$ cat src/rtl/cacheline_adaptor_pkg.sv
// cacheline_adaptor_pkg: shared state encoding, default widths and beat-count helper for cacheline_adaptor.
package cacheline_adaptor_pkg;
  typedef enum logic [1:0] {IDLE, RD, WR, DONE} cla_state_t;
  localparam int CLA_LINE_W = 256;
  localparam int CLA_BEAT_W = 64;
  localparam int CLA_ADDR_W = 32;
  function automatic int beats(input int line_w, input int beat_w);
    return line_w / beat_w;
  endfunction
endpackage

$ cat src/rtl/cacheline_adaptor.sv
// cacheline_adaptor: converts cache line reads/writes into BEATS-long memory bursts and back.
// Optional CACHELINE_ADAPTOR_PERF_EN adds rd_lines_o/wr_lines_o completed-line counters.
module cacheline_adaptor
  import cacheline_adaptor_pkg::*;
#(
  parameter int LINE_W = CLA_LINE_W,
  parameter int BEAT_W = CLA_BEAT_W,
  parameter int ADDR_W = CLA_ADDR_W
) (
  input  logic              clk,
  input  logic              rst_n,
  input  logic [LINE_W-1:0] line_i,
  output logic [LINE_W-1:0] line_o,
  input  logic [ADDR_W-1:0] address_i,
  input  logic              read_i,
  input  logic              write_i,
  output logic              resp_o,
  input  logic [BEAT_W-1:0] burst_i,
  output logic [BEAT_W-1:0] burst_o,
  output logic [ADDR_W-1:0] address_o,
  output logic              read_o,
  output logic              write_o,
  input  logic              resp_i
`ifdef CACHELINE_ADAPTOR_PERF_EN
  ,
  output logic [31:0]       rd_lines_o,
  output logic [31:0]       wr_lines_o
`endif
);
  localparam int BEATS = beats(LINE_W, BEAT_W);
  localparam int OFF_W = $clog2(LINE_W / 8);
  localparam int CNT_W = $clog2(BEATS);
  localparam logic [CNT_W-1:0] LAST = CNT_W'(BEATS - 1);
  cla_state_t state, state_n;
  logic [CNT_W-1:0] count;
  logic [LINE_W-1:0] line_buf;
  logic accept, beat, unused_addr;
  assign accept = state == IDLE && (read_i || write_i);
  assign beat = resp_i && (state == RD || state == WR);
  assign unused_addr = ^address_i[OFF_W-1:0];
  always_comb begin
    state_n = state;
    case (state)
      IDLE:    state_n = read_i ? RD : write_i ? WR : IDLE;
      RD, WR:  state_n = beat && count == LAST ? DONE : state;
      default: state_n = IDLE;
    endcase
  end
  always_ff @(posedge clk or negedge rst_n) begin
    if (!rst_n) begin
      state     <= IDLE;
      count     <= '0;
      line_buf  <= '0;
      address_o <= '0;
    end else begin
      state <= state_n;
      if (accept) begin
        address_o <= {address_i[ADDR_W-1:OFF_W], OFF_W'(0)};
        count     <= '0;
      end else if (beat && count != LAST) count <= count + 1'b1;
      if (state == RD && resp_i) line_buf[int'(count)*BEAT_W +: BEAT_W] <= burst_i;
    end
  end
  assign read_o  = state == RD;
  assign write_o = state == WR;
  assign resp_o  = state == DONE;
  assign line_o  = line_buf;
  assign burst_o = state == WR ? line_i[int'(count)*BEAT_W +: BEAT_W] : '0;
`ifdef CACHELINE_ADAPTOR_PERF_EN
  // Remembers the direction of the transfer so DONE can be attributed.
  logic was_rd;
  always_ff @(posedge clk or negedge rst_n) begin
    if (!rst_n) begin
      was_rd     <= 1'b0;
      rd_lines_o <= '0;
      wr_lines_o <= '0;
    end else begin
      if (accept) was_rd <= read_i;
      if (state == DONE && was_rd) rd_lines_o <= rd_lines_o + 1'b1;
      if (state == DONE && !was_rd) wr_lines_o <= wr_lines_o + 1'b1;
    end
  end
`endif
endmodule

$ cat config.mk
export PLATFORM = sky130hd
export DESIGN_NAME = cacheline_adaptor
export DESIGN_NICKNAME = d
export VERILOG_FILES = /design/src/rtl/cacheline_adaptor_pkg.sv /design/src/rtl/cacheline_adaptor.sv
export SDC_FILE = /design/constraint.sdc
export NUM_CORES = 1
export LEC_CHECK = 0
export ABC_AREA = 0
export BUFFER_PORTS_ARGS = -buffer_cell sky130_fd_sc_hd__buf_2
export CAP_MARGIN = 5
export CELL_PAD_IN_SITES_DETAIL_PLACEMENT = 0
export CELL_PAD_IN_SITES_GLOBAL_PLACEMENT = 2
export CORE_AREA = 2 2 273 275
export CTS_CLUSTER_DIAMETER = 100
export CTS_CLUSTER_SIZE = 12
export DETAILED_ROUTE_END_ITERATION = 16
export DIE_AREA = 0 0 275 277
export HOLD_SLACK_MARGIN = 0.08
export PLACE_DENSITY = 0.56
export SYNTH_ARGS = -nofsm -noshare
export SYNTH_HDL_FRONTEND = slang
export SYNTH_SLANG_ARGS = --single-unit
$ cat constraint.sdc
create_clock -name clk -period 3.1 [get_ports clk]
set_input_delay 0.31 -clock clk [delete_from_list [all_inputs] [get_ports clk]]
set_output_delay 0.31 -clock clk [all_outputs]
set_load 0.1 [all_outputs]
## Word-level counts from Yosys, hierarchy flattened

Index checks and enable logic that the tools add are counted.

- Shift operators: 3
- Add/subtract/negate cells: 2
- Multipliers: 0
- Reductions and logical operators: 10
- Bitwise gates (word level): 0
- Order comparisons: 0
- Divide/modulo/power cells: 0
- Multiplexer cells: 8
- Equality and inequality tests: 6

Operators by type and width:

| cell | count |
|---|---|
| bitwise mux 256 bit | 1 |
| variable shift 64 x 33 -> 256 bit (first input constant) | 1 |
| indexed part select 256 x 9 -> 64 bit | 1 |
| indexed part select 64 x 33 -> 256 bit | 1 |
| two-way mux 64 bit | 1 |
| negation 8 -> 33 bit | 1 |
| two-way mux 2 bit | 5 |
| equality test 2 bit (second input constant) | 3 |
| logical AND 1 bit | 5 |
| inequality test 2 bit (second input constant) | 2 |
| one-hot mux 2 bit (2 select lines) | 1 |
| adder 2 x 1 -> 2 bit (second input constant) | 1 |
| equality test 2 x 1 -> 1 bit (second input constant) | 1 |
| logical NOT 2 bit | 1 |
| logical OR 1 bit | 2 |
| nonzero test 2 bit | 1 |
| OR reduction 2 bit | 1 |

- RAM bits: 0
- Memories: 0
- Register bits after elaboration: 287
- Output and inout port bits: 355
- Bits in read-only memories: 0
- Word-level logic and storage cells: 33
- Bits of input ports: 357
- Bits in latches: 0

## Longest topological paths before layout

- Depth in word-level cells: 6
- Gate-level depth with buffers: 10
- Mapped depth without buffers: 5

## Worst setup path after synthesis

No wires, ideal clock.

- Path type: flip-flop to output port
- Start: register state[0]
- End: output burst_o[10]
- Arrival time: 3.442 ns
- Path buffers: 1
- Cell stages (with the launch flop): 6
- Required time: 2.790 ns
- Setup slack: -0.652 ns
- Path through: dfrtp_1 -> inv_1 -> ha_1 -> nand2_1 -> clkbuf_1 -> o22ai_1

- Word-level cells in the longest chain between the ends: 2

RTL lines:

| item | RTL line | RTL |
|---|---|---|
| start: declaration | cacheline_adaptor.sv:34 | `cla_state_t state, state_n;` |
| start signal: assignment | cacheline_adaptor.sv:56 | `state <= state_n;` |
| equality test 2 bit | n/a |  |
| net write_o | cacheline_adaptor.sv:22 | `output logic write_o,` |
| two-way mux 64 bit | cacheline_adaptor.sv:68 | `assign burst_o = state == WR ? line_i[int'(count)*BEAT_W +: BEAT_W] : '0;` |
| end: declaration | cacheline_adaptor.sv:19 | `output logic [BEAT_W-1:0] burst_o,` |

The timed path passes the listed nets, and every way through them passes these cells.

## Final worst setup path

- Start: register count[0]
- End: output burst_o[10]

- Word-level cells in the longest chain between the ends: 2

RTL lines:

| item | RTL line | RTL |
|---|---|---|
| start: declaration | cacheline_adaptor.sv:35 | `logic [CNT_W-1:0] count;` |
| start signal: assignment | cacheline_adaptor.sv:60 | `end else if (beat && count != LAST) count <= count + 1'b1;` |
| indexed part select 256 x 9 -> 64 bit | cacheline_adaptor.sv:68 |  |
| two-way mux 64 bit | cacheline_adaptor.sv:68 |  |

No other way between the ends.

==> summary.txt <==
Yosys
  – Post-synthesis sequential area ratio: 0.562
  – Synth Cell Area: about 13000 um2
  – Commonest cells post-synth: nand2_1, dfrtp_1, mux2i_1
  – Synth Register Bits: between 200 and 300
  – Synth area leaders: dfrtp_1, mux2i_1, nand2_1, a22o_1, o21ai_0
  – Asr flop ratio synth: 1.00
  – Post-synth EDFFs: 0
  – Synthesized area per cell: 10.4 um2
  – Synth warnings: 0
  – Area share of the largest cell type after synthesis: 0.562
  – Mapped Cells: 1225
  – Netlist cell types: 29
  – Most common cell in the netlist: nand2_1
  – Synth area leader: dfrtp_1
  – Main synth FF type: dfrtp_1

Worst setup path
  – Reg-to-reg startpoint: count[0]
  – Worst setup path end: burst_o[10]
  – CP peak stage delay: 590 ps
  – Reg-to-Reg End: line_o[185]
  – CP Capture Type: output pin
  – CP Cell Sequence: inv_1 > nand2_2 > buf_4 > o22ai_1 > buf_2
  – CP max FO: 39
  – Critical path's slowest cell: dfrtp_1
  – Worst EP arrival: between 2000 and 3000 ps
  – Critical Path Source Type: register
  – Reg2Reg Depth: 6
  – Data required, critical path: roughly 2800 ps
  – Critical path class: register to output pin
  – Reg-to-reg slack, setup: between 600 and 700 ps
  – Crit path from: count[0]

Placement
  – Placer Congestion: about 0.96
  – PortBufs: 701
  – Detail Placement HPWL: around 57000 um

Clock network
  – Clock sink count: ~290
  – Clk buf depth: 3
  – Clock latency on the worst-skew pair: between 500 and 600 ps
  – CTS tree: yes
  – TritonCTS Buffers: 28
  – # resized after CTS: 0
  – CTS HTree Levels: 1
  – Root Buffer Master: clkbuf_16
  – Hold_buf cts: 90
  – Setup bufs post-CTS: 0
  – Clock-pin slew on the worst setup and hold paths: 60 ps

GRT
  – Met1 usage: 0.186
  – Met3 Usage GRT: 0.0482
  – GRT Max-Usage Layer: met2
  – Gr ovfl total: 0
  – Wire length of the first global-routing pass: roughly 100000 um
  – Largest net degree at the start of global routing: a little over 70
  – Initial antenna violation count: 75
  – Vias in the first global route: around 13000
  – GRT Total Usage: 0.184
  – Met2 Resource Use GR: 0.338

Floorplanning
  – IO Pins: between 700 and 800
  – Initial cell density of the core: 0.174
  – DIE HEIGHT: approximately 280 um
  – Die W: 275 um
  – Core area: roughly 74000 um2
  – Row cnt: 100
  – Die area: 76200 um2

Timing
  – RSZ-0062 raised after global routing: no
  – Final hold slack: around 87 ps
  – Minimum clock period: around 3000 ps
  – Setup Viol. Count Final: 0
  – Max Fclk: between 0.3 and 0.4 GHz
  – Clock Skews: 23.9 ps
  – Tcrit/Tclk final: 0.950
  – Slew Limit Fails: 0
  – Final Hold Viols: 0
  – Worst rel slew slack: 0.573
  – Worst-Margin Slew: about 640 ps

Status
  – Run status: completed

Power and ir drop
  – Power density cells: around 900 nW/um2
  – Peak VDD IR: between 0.6 and 0.7 mV
  – Leak: 9.61 nW

Cells and area
  – Nets@finish: around 2300
  – Syn-to-layout area delta: 50.5%
  – Fillcell total: roughly 8000
  – Share of layout cells above drive strength 1: 0.393
  – Core Util, Final: 0.261

Drt
  – Residual DRC: 0
  – Vias after detailed routing: about 13000
  – Vias per std cell: roughly 4.3
  – WL/cell: 24.5 um
  – First-pass DRT Iterations: 5
  – Routed wire length: between 70000 and 80000 um
  – Final ANT Viol Nets: 0
  – DR iter-0 viols: between 600 and 700

Worst hold path
  – Min-delay worst type: input port to register

Flow run
  – Max-Cap Viols: 0
[registers in the layout (all words and copies together) (netlist names)]
| name | count |
|---|---|
| state | 2 |
| line_o | 256 |
| count | 2 |
| address_o | 27 |
[worst min-delay path by stage]
stage                    start       endpoint  slack (ps)  cells after the start
CTS                 burst_i[5]    line_o[133]          80                      3
global placement         rst_n     line_o[52]         300                      1
floorplan                rst_n  address_o[10]          10                      0
finish              burst_i[5]    line_o[133]          90                      3
detailed placement       rst_n     line_o[52]         300                      1
global route        burst_i[5]    line_o[133]          90                      3
[kinds of logic (layout without fill, tap and decap cells)]
family	count (synthesis)	in the layout	synth area share
other	1	28	0.000293
AND/OR/NAND/NOR	361	361	0.112
buffers and inverters	111	858	0.0416
AO/OA/AOI/OAI	324	324	0.172
adder cells (fa/ha/maj)	11	11	0.0108
XOR/XNOR	1	1	0.000686
multiplexers	129	129	0.101
flip-flops	287	287	0.562
[placed cells by master (no fill, tap or decap), types with 2 or more instances in the layout]
master	n
nand3_4	4
buf_4	17
o21ai_0	90
nand2_1	340
dlygate4sd3_1	90
ha_1	11
and3_1	2
clkbuf_16	29
nand2_2	2
nor2_1	4
inv_1	4
o21ai_1	38
o22ai_1	64
conb_1	5
diode_2	23
mux2i_1	129
buf_12	14
dfrtp_1	286
buf_2	700
a22o_1	128
a311o_1	2
[cell type report]
type	instances	area [um2]	area share
Sequential cell	287	7190	0.374
Multi-Input combinational cell	831	5170	0.269
Timing Repair Buffer	822	4830	0.251
Tap cell	969	1210	0.0630
Clock buffer	30	729	0.0379
Antenna cell	23	57.6	0.00299
Clock inverter	2	38.8	0.00202
Inverter	4	15.0	0.000781
[metal layers]
layer,part of all wire,vias to the layer above
li1,-,5797
met2,0.53,586
met3,0.072,185
met5,0.0020,-
met1,0.34,6034
met4,0.053,22
[critical path, delay by kind of cell, from the launching register on]
family,cells,cell delay (ps)
buf+inv,3,1000
flops,1,590
simple gates,1,220
compound gates,1,200
[through the flow]
step	instances	power [mW]	setup TNS, ps	setup WS (ps)	instance area [um2]
2_1_floorplan	1229	12.5	-41070	-652	12800
3_3_place_gp	2823	14.6	0	625	17500
3_5_place_dp	2823	14.6	0	565	17500
4_1_cts	2945	18.0	0	83.5	19200
5_1_grt	2967	18.5	0	2.63	19200
6_report	2968	17.8	0	155	19200
[power by group]
part / total, mW / switching (mW) / internal [mW]
clock network: 3.23 / 1.50 / 1.73
registers: 4.74 / 0.363 / 4.38
logic: 9.83 / 8.08 / 1.74
total: 17.8 / 9.94 / 7.85
No activity file was read; power rests on OpenSTA's default activity.
